### src/rtl/rca_bist_ctrl.sv
`default_nettype none
// ============================================================================
// Module   : rca_bist_ctrl
// Purpose  : Drives directed and LFSR vectors into a 64-bit adder and checks
//            each result against a 65-bit reference add.
// Revision : 1.0  initial release
// ============================================================================
module rca_bist_ctrl #(
  parameter int                 WIDTH         = 64,
  parameter int                 NUM_VECTORS   = 256,
  parameter int                 SETTLE_CYCLES = 2,
  parameter logic [WIDTH-1:0]   SEED          = 64'h0123456789ABCDEF
) (
  input  logic             clk,
  input  logic             rst,
  input  logic             start,
  output logic [WIDTH-1:0] a,
  output logic [WIDTH-1:0] b,
  output logic             c_in,
  input  logic [WIDTH-1:0] sum,
  input  logic             c_out,
  output logic             busy,
  output logic             done,
  output logic             pass,
  output logic [15:0]      err_count,
  output logic [WIDTH-1:0] fail_a,
  output logic [WIDTH-1:0] fail_b,
  output logic             fail_cin,
  output logic [15:0]      vec_idx
);

  localparam logic [2:0] S_IDLE   = 3'd0;
  localparam logic [2:0] S_LOAD   = 3'd1;
  localparam logic [2:0] S_SETTLE = 3'd2;
  localparam logic [2:0] S_CHECK  = 3'd3;
  localparam logic [2:0] S_DONE   = 3'd4;

  localparam int               SETTLE_W   = (SETTLE_CYCLES > 1) ? $clog2(SETTLE_CYCLES) : 1;
  localparam logic [WIDTH-1:0] LFSR_MASK  = WIDTH'(64'hD800_0000_0000_0000);
  localparam logic [15:0]      LAST_IDX   = 16'(NUM_VECTORS - 1);
  localparam int               HALF       = WIDTH / 2;

  logic [2:0]          state_q,    state_d;
  logic [WIDTH-1:0]    a_q,        a_d;
  logic [WIDTH-1:0]    b_q,        b_d;
  logic                cin_q,      cin_d;
  logic [15:0]         err_q,      err_d;
  logic [15:0]         vec_q,      vec_d;
  logic [WIDTH-1:0]    fail_a_q,   fail_a_d;
  logic [WIDTH-1:0]    fail_b_q,   fail_b_d;
  logic                fail_cin_q, fail_cin_d;
  logic [WIDTH-1:0]    lfsr_q,     lfsr_d;
  logic [SETTLE_W-1:0] settle_q,   settle_d;
  logic                pass_q,     pass_d;

  logic [WIDTH:0]      exp_sum;
  logic                mismatch;
  logic [WIDTH-1:0]    lfsr_next;
  logic [15:0]         err_upd;

  // Galois step: shift right, fold the mask in when a 1 falls off the end.
  function automatic logic [WIDTH-1:0] lfsr_step(input logic [WIDTH-1:0] s);
    return (s >> 1) ^ (s[0] ? LFSR_MASK : '0);
  endfunction

  always_comb begin
    state_d    = state_q;
    a_d        = a_q;
    b_d        = b_q;
    cin_d      = cin_q;
    err_d      = err_q;
    vec_d      = vec_q;
    fail_a_d   = fail_a_q;
    fail_b_d   = fail_b_q;
    fail_cin_d = fail_cin_q;
    lfsr_d     = lfsr_q;
    settle_d   = settle_q;
    pass_d     = pass_q;
    err_upd    = err_q;

    exp_sum   = {1'b0, a_q} + {1'b0, b_q} + {{WIDTH{1'b0}}, cin_q};
    mismatch  = (exp_sum != {c_out, sum});
    lfsr_next = lfsr_step(lfsr_q);

    case (state_q)
      S_IDLE, S_DONE: begin
        if (start) begin
          state_d    = S_LOAD;
          vec_d      = 16'd0;
          err_d      = 16'd0;
          fail_a_d   = '0;
          fail_b_d   = '0;
          fail_cin_d = 1'b0;
          lfsr_d     = SEED;
          pass_d     = 1'b0;
        end
      end
      S_LOAD: begin
        case (vec_q)
          16'd0: begin a_d = '0;              b_d = '0;       cin_d = 1'b0; end
          16'd1: begin a_d = '1;              b_d = WIDTH'(1); cin_d = 1'b1; end
          16'd2: begin a_d = WIDTH'(500000);  b_d = WIDTH'(1); cin_d = 1'b1; end
          16'd3: begin a_d = WIDTH'(500000);  b_d = WIDTH'(1); cin_d = 1'b0; end
          default: begin
            lfsr_d = lfsr_next;
            a_d    = lfsr_next;
            b_d    = {lfsr_next[HALF-1:0], lfsr_next[WIDTH-1:HALF]};
            cin_d  = lfsr_next[0] ^ lfsr_next[WIDTH-1];
          end
        endcase
        settle_d = '0;
        state_d  = S_SETTLE;
      end
      S_SETTLE: begin
        if (settle_q == SETTLE_W'(SETTLE_CYCLES - 1)) begin
          state_d = S_CHECK;
        end else begin
          settle_d = settle_q + SETTLE_W'(1);
        end
      end
      S_CHECK: begin
        if (mismatch) begin
          if (err_q != 16'hFFFF) begin
            err_upd = err_q + 16'd1;
          end
          if (err_q == 16'd0) begin
            fail_a_d   = a_q;
            fail_b_d   = b_q;
            fail_cin_d = cin_q;
          end
        end
        err_d = err_upd;
        if (vec_q == LAST_IDX) begin
          state_d = S_DONE;
          pass_d  = (err_upd == 16'd0);
        end else begin
          vec_d   = vec_q + 16'd1;
          state_d = S_LOAD;
        end
      end
      default: state_d = S_IDLE;
    endcase
  end

  always_ff @(posedge clk) begin
    if (rst) begin
      state_q    <= S_IDLE;
      a_q        <= '0;
      b_q        <= '0;
      cin_q      <= 1'b0;
      err_q      <= 16'd0;
      vec_q      <= 16'd0;
      fail_a_q   <= '0;
      fail_b_q   <= '0;
      fail_cin_q <= 1'b0;
      lfsr_q     <= SEED;
      settle_q   <= '0;
      pass_q     <= 1'b0;
    end else begin
      state_q    <= state_d;
      a_q        <= a_d;
      b_q        <= b_d;
      cin_q      <= cin_d;
      err_q      <= err_d;
      vec_q      <= vec_d;
      fail_a_q   <= fail_a_d;
      fail_b_q   <= fail_b_d;
      fail_cin_q <= fail_cin_d;
      lfsr_q     <= lfsr_d;
      settle_q   <= settle_d;
      pass_q     <= pass_d;
    end
  end

  assign a         = a_q;
  assign b         = b_q;
  assign c_in      = cin_q;
  assign busy      = (state_q == S_LOAD) || (state_q == S_SETTLE) || (state_q == S_CHECK);
  assign done      = (state_q == S_DONE);
  assign pass      = pass_q;
  assign err_count = err_q;
  assign fail_a    = fail_a_q;
  assign fail_b    = fail_b_q;
  assign fail_cin  = fail_cin_q;
  assign vec_idx   = vec_q;

endmodule
`default_nettype wire
### config.mk
export PLATFORM = sky130hd
export DESIGN_NAME = rca_bist_ctrl
export DESIGN_NICKNAME = d
export VERILOG_FILES = /design/src/rtl/rca_bist_ctrl.sv
export SDC_FILE = /design/constraint.sdc
export NUM_CORES = 1
export LEC_CHECK = 0
export CORE_AREA = 2 2 176 308
export CTS_BUF_LIST = sky130_fd_sc_hd__clkbuf_8
export CTS_CLUSTER_DIAMETER = 150
export CTS_CLUSTER_SIZE = 12
export DETAILED_ROUTE_END_ITERATION = 8
export DIE_AREA = 0 0 178 310
export SYNTH_ARGS = -nofsm -noshare
export SYNTH_HDL_FRONTEND = slang
export SYNTH_SLANG_ARGS = --single-unit
### constraint.sdc
create_clock -name clk -period 12.7 [get_ports clk]
set_input_delay 2.54 -clock clk [delete_from_list [all_inputs] [get_ports clk]]
set_output_delay 2.54 -clock clk [all_outputs]
set_load 0.01 [all_outputs]
# Word-level counts from Yosys, hierarchy flattened

Index checks and enable logic that the tools add are counted.
W data, S select, Z words.

$add $sub $neg: 5
Multipliers: 0
Div/mod/pow operators: 0
Order comparisons: 0
Equality and inequality tests: 17
Shifts and indexed selects: 0
Mux-type cells: 33
Bitwise gates (word level): 2
Reductions and logical operators: 21

Operators by type and width:

| operator                | count |
|---|---|
| $mux W64                | 8 |
| $pmux W64 S2            | 4 |
| $pmux W64 S3            | 1 |
| $mux W16                | 5 |
| $add A64 B64 Y65        | 1 |
| $add A65 B1 Y65         | 1 |
| $ne A65 B65 Y1          | 1 |
| $pmux W16 S2            | 2 |
| $xor A63 B64 Y64        | 1 |
| $logic_not A16 Y1       | 3 |
| $add A16 B1 Y16 const B | 2 |
| $eq A16 B2 Y1 const B   | 2 |
| $eq A16 B1 Y1 const B   | 1 |
| $eq A16 B8 Y1 const B   | 1 |
| $ne A16 B16 Y1 const B  | 1 |
| $ne A2 B2 Y1 const B    | 7 |
| $pmux W3 S4             | 1 |
| $mux W3                 | 3 |
| $reduce_and A3 Y1       | 3 |
| $pmux W1 S2             | 4 |
| $reduce_or A2 Y1        | 4 |
| $eq A3 B2 Y1 const B    | 2 |
| $reduce_bool A2 Y1      | 3 |
| $mux W1                 | 5 |
| 10 further kinds        | 12 |

Flip-flop bits (word level): 359
Bits in latches: 0
Bits in writable memories: 0
Memory bits (read-only): 0
Word-level logic and storage cells: 90
Memories: 0

# Longest topological paths before layout

Word-level depth: 8
Depth in mapped cells: 20
Gate-level depth less buffers: 18

# Worst setup path after synthesis

OpenSTA, ideal clock, no wires.

Path kind: input port to flip-flop
From: input sum[63]
To: register fail_a_q[53], in the netlist fail_a[53]
Setup time: 0.132 ns
Data arrival time: 5.418 ns
Required time: 12.568 ns
Setup slack: 7.150 ns
Stages: 14
Buffers on the path: 2
Cells stage by stage: xor2_1 a2bb2oi_1 and4_1 nand4b_1 or4_1 nor4b_1 nand4_1 or3_4 nor4_4 nor3_1 clkbuf_1 clkbuf_1 nand2_1 a21oi_1

Cells in the longest elaborated chain, start to end: 3

Ends and longest elaborated chain:

| what                               | line | RTL |
|---|---|---|
| start: declaration                 | 20   | `input logic [WIDTH-1:0] sum,` |
| $ne A65 B65 Y1                     | 82   | `mismatch = (exp_sum != {c_out, sum});` |
| $ne A2 B2 Y1 (no source line)      | -    |  |
| $reduce_and A4 Y1 (no source line) | -    |  |
| end signal: assignment             | 166  | `fail_a_q <= fail_a_d;` |
| end: declaration                   | 49   | `logic [WIDTH-1:0] fail_a_q, fail_a_d;` |

Every way passes these cells.
A chain may end at the register's enable or synchronous reset.

# Final worst setup path

From: input sum[63]
To: register fail_a_q[24], in the netlist fail_a[24]

Same word-level chain as after synthesis.

==> results by group <==
Clocking
  • Root Buffer: clkbuf_8
  • Htree depth: 2
  • Reg clk slew, reported paths: approximately 90 ps
  • Total CTS buffers: 35
  • TritonCTS clock tree: done
  • Bufs on Longest Clock Path: 3
  • Post_cts resized: 0
  • CTS sink cnt: 359
  • CTS Hold Bufs: 0
  • Clock latency on the worst-skew pair: about 560 ps
  • Post-CTS Repair Setup Buffers: 0

Die
  • Starting Density: 0.375
  • Core area: roughly 53000 sq um
  • Row count: roughly 110
  • Die area: 55200 sq um
  • Width of the chip: approximately 180 microns
  • Die H: slightly above 300 microns
  • Io pins: 361

Cells and area
  • Area Overhead vs Synth: 22.5%
  • Fillers: 5368
  • Final net count: between 3000 and 4000
  • Fin area: 24300 sq um
  • Layout cells sized above 1: 0.0365
  • Non-filler cells, final: between 3000 and 4000

Run status
  • Status: finished with violations
  • Failing checks: capacitance limit, slew limit

Routing
  • First-pass DRT Iterations: 6
  • Drt wl/cell: 32.2 microns
  • DRT antenna net count: 0
  • DRC Markers: 0
  • Total Wirelength: 116 mm
  • Via-to-Cell Ratio: 6.28
  • Initial drt markers: 2104
  • Vias: ~23000

Setup path
  • CP Capture Type: flip-flop
  • CP Launch Type: input pin
  • Critical Path RT: 13160 ps
  • FF-to-FF setup slack: roughly 4600 ps
  • Worst r2r src: a[0]
  • CP startpoint: sum[63]
  • Crit path arrival time: 9010 ps
  • CP Class: input pin to flip-flop
  • Crit-path max FO: 67

Timing
  • Fin crit share: 0.673
  • Slew headroom: -0.0564
  • Clock Skews: approximately 29 ps
  • Final hold vios: 0
  • RSZ-0062 raised after global routing: false
  • Highest clock rate: 117 MHz
  • Max-slew violations: 8
  • Setup_tns: 0 ps
  • Worst slew pin tran: around 1600 ps
  • Fin crit period: between 8000 and 9000 ps
  • Final setup viols: 0

GRT
  • Tot GR Track Use: 0.407
  • GRT Residual Overflow: 0
  • Initial antenna violation count: 11
  • Pin count of the biggest net entering global routing: about 140
  • First-pass GRT wire length: around 160 mm
  • Vias in the first global route: ~22000

Logic synthesis
  • Syn avg cell area: between 7 and 8 sq um
  • Post-synth EDFFs: 0
  • Most frequent cells after synthesis: nand2_1, a21oi_1, dfxtp_1
  • Seq cells post-synth: 359
  • Ys async rst share: 0
  • Synth area leader: dfxtp_1
  • Synth unique cells: between 80 and 90
  • Dominant cells by area after synthesis: dfxtp_1, a21oi_1, nand2_1, nand3_1, ha_1
  • Dominant synthesized flop cell: dfxtp_1
  • Syn Inst Count: 2652
  • Syn nets: ~2800
  • Syn Std Cell Area: between 15000 and 20000 sq um
  • Most numerous cell in the Yosys netlist: nand2_1
  • Yosys warns: 0
  • Area share of the largest cell type after synthesis: 0.362
  • Sequential share of the synthesized area: 0.362

Pwr
  • Peak supply drop: 0.136 mV
  • Static Leak: 0.00828 uW
  • P per Cell Area: around 110 nW/um^2
  • Pwr Total: ~2800 uW

Placement
  • Placement Cell Area: ~24000 sq um
  • Routability Congestion: 1.14
  • Port Buffers: 360
  • Placed insts: around 3600
  • Hpwl dp: about 91 mm

Min path
  • Hold Crit Class: flip-flop to flip-flop
  • Min-delay src: fail_a[47]

Flow run
  • Max-Cap Viols: 3
==> critical path: stages <==
cell and delay (ps):
clkdlybuf4s50_1 490, xor2_1 1210, a2bb2oi_1 260, and4_1 200, nand4b_1 130, or4_1 560
nor4b_1 320, nand4_1 170, or3_4 450, nor4_4 610, nor2_2 160, nand4_4 150
buf_4 570, buf_4 690, nand3_1 160, a21oi_1 190
==> cells in the final DEF, fill, tap and decap left out, types with 19 or more instances in the layout <==
master / n
o21ai_0: 99
xor2_1: 51
buf_4: 26
nand3_1: 247
nand4_1: 62
clkbuf_8: 38
nor3_1: 86
nand2_1: 452
ha_1: 69
a211oi_1: 23
nor2_1: 193
inv_1: 25
dfxtp_1: 359
nor4_1: 25
xnor2_1: 51
a21o_1: 19
a21oi_1: 412
clkdlybuf4s50_1: 359
==> logic make-up after synthesis <==
| family | count (synthesis) | share of synthesized area |
|---|---|---|
| compound gates | 727 | 0.218 |
| xor+xnor | 102 | 0.0450 |
| fa+ha+maj | 71 | 0.0456 |
| buf+inv | 194 | 0.0426 |
| flops | 359 | 0.362 |
| mux | 19 | 0.00984 |
| simple gates | 1180 | 0.276 |
==> metal layers <==
metal / vias up / track usage / share of wire
li1: 10000 / - / -
met1: 10900 / 0.397 / 0.32
met2: 1207 / 0.713 / 0.49
met3: 429 / 0.0769 / 0.071
met4: 12 / 0.381 / 0.11
met5: - / 0 / 0.00078
==> worst paths after layout <==
| check | endpoint | cells past startpoint |
|---|---|---|
| worst max-delay path | fail_a[24] | 16 |
| worst min-delay path | fail_a[47] | 2 |
| worst max register to register | fail_a[24] | 20 |
| worst min register to register | fail_a[47] | 2 |
==> where the power goes <==
group | internal [uW] | switching [uW] | leakage (uW)
combinational | 266 | 570 | 0.00511
clock | 261 | 386 | 0.000271
sequential | 1170 | 116 | 0.00290
==> flip-flops by register name, indices dropped and copies added, names as in the netlist <==
name       cells
a             64
lfsr_q        64
b             64
fail_a        64
fail_b        64
state_q        3
fail_cin       1
err_count     16
pass           1
settle_q       1
c_in           1
vec_idx       16
==> through the flow <==
stage,worst slack [ps],util,hold WS (ps)
3_3_place_gp,4440,0.450,451
2_1_floorplan,7150,-,439
6_report,4150,0.460,465
4_1_cts,4880,0.460,466
5_1_grt,4180,0.460,485
3_5_place_dp,4330,0.450,454
==> area by class of cell <==
class | instances | area, sq um | area share
timing repair buffer | 386 | 3800 | 0.156
sequential | 359 | 7190 | 0.296
inverter | 24 | 90.1 | 0.00371
clock buffer | 37 | 509 | 0.0210
antenna | 3 | 7.51 | 0.000309
clock inverter | 1 | 3.75 | 0.000154
tap | 684 | 856 | 0.0352
multi-input combinational | 2099 | 11800 | 0.487
Power figures use the tool's default switching activity.
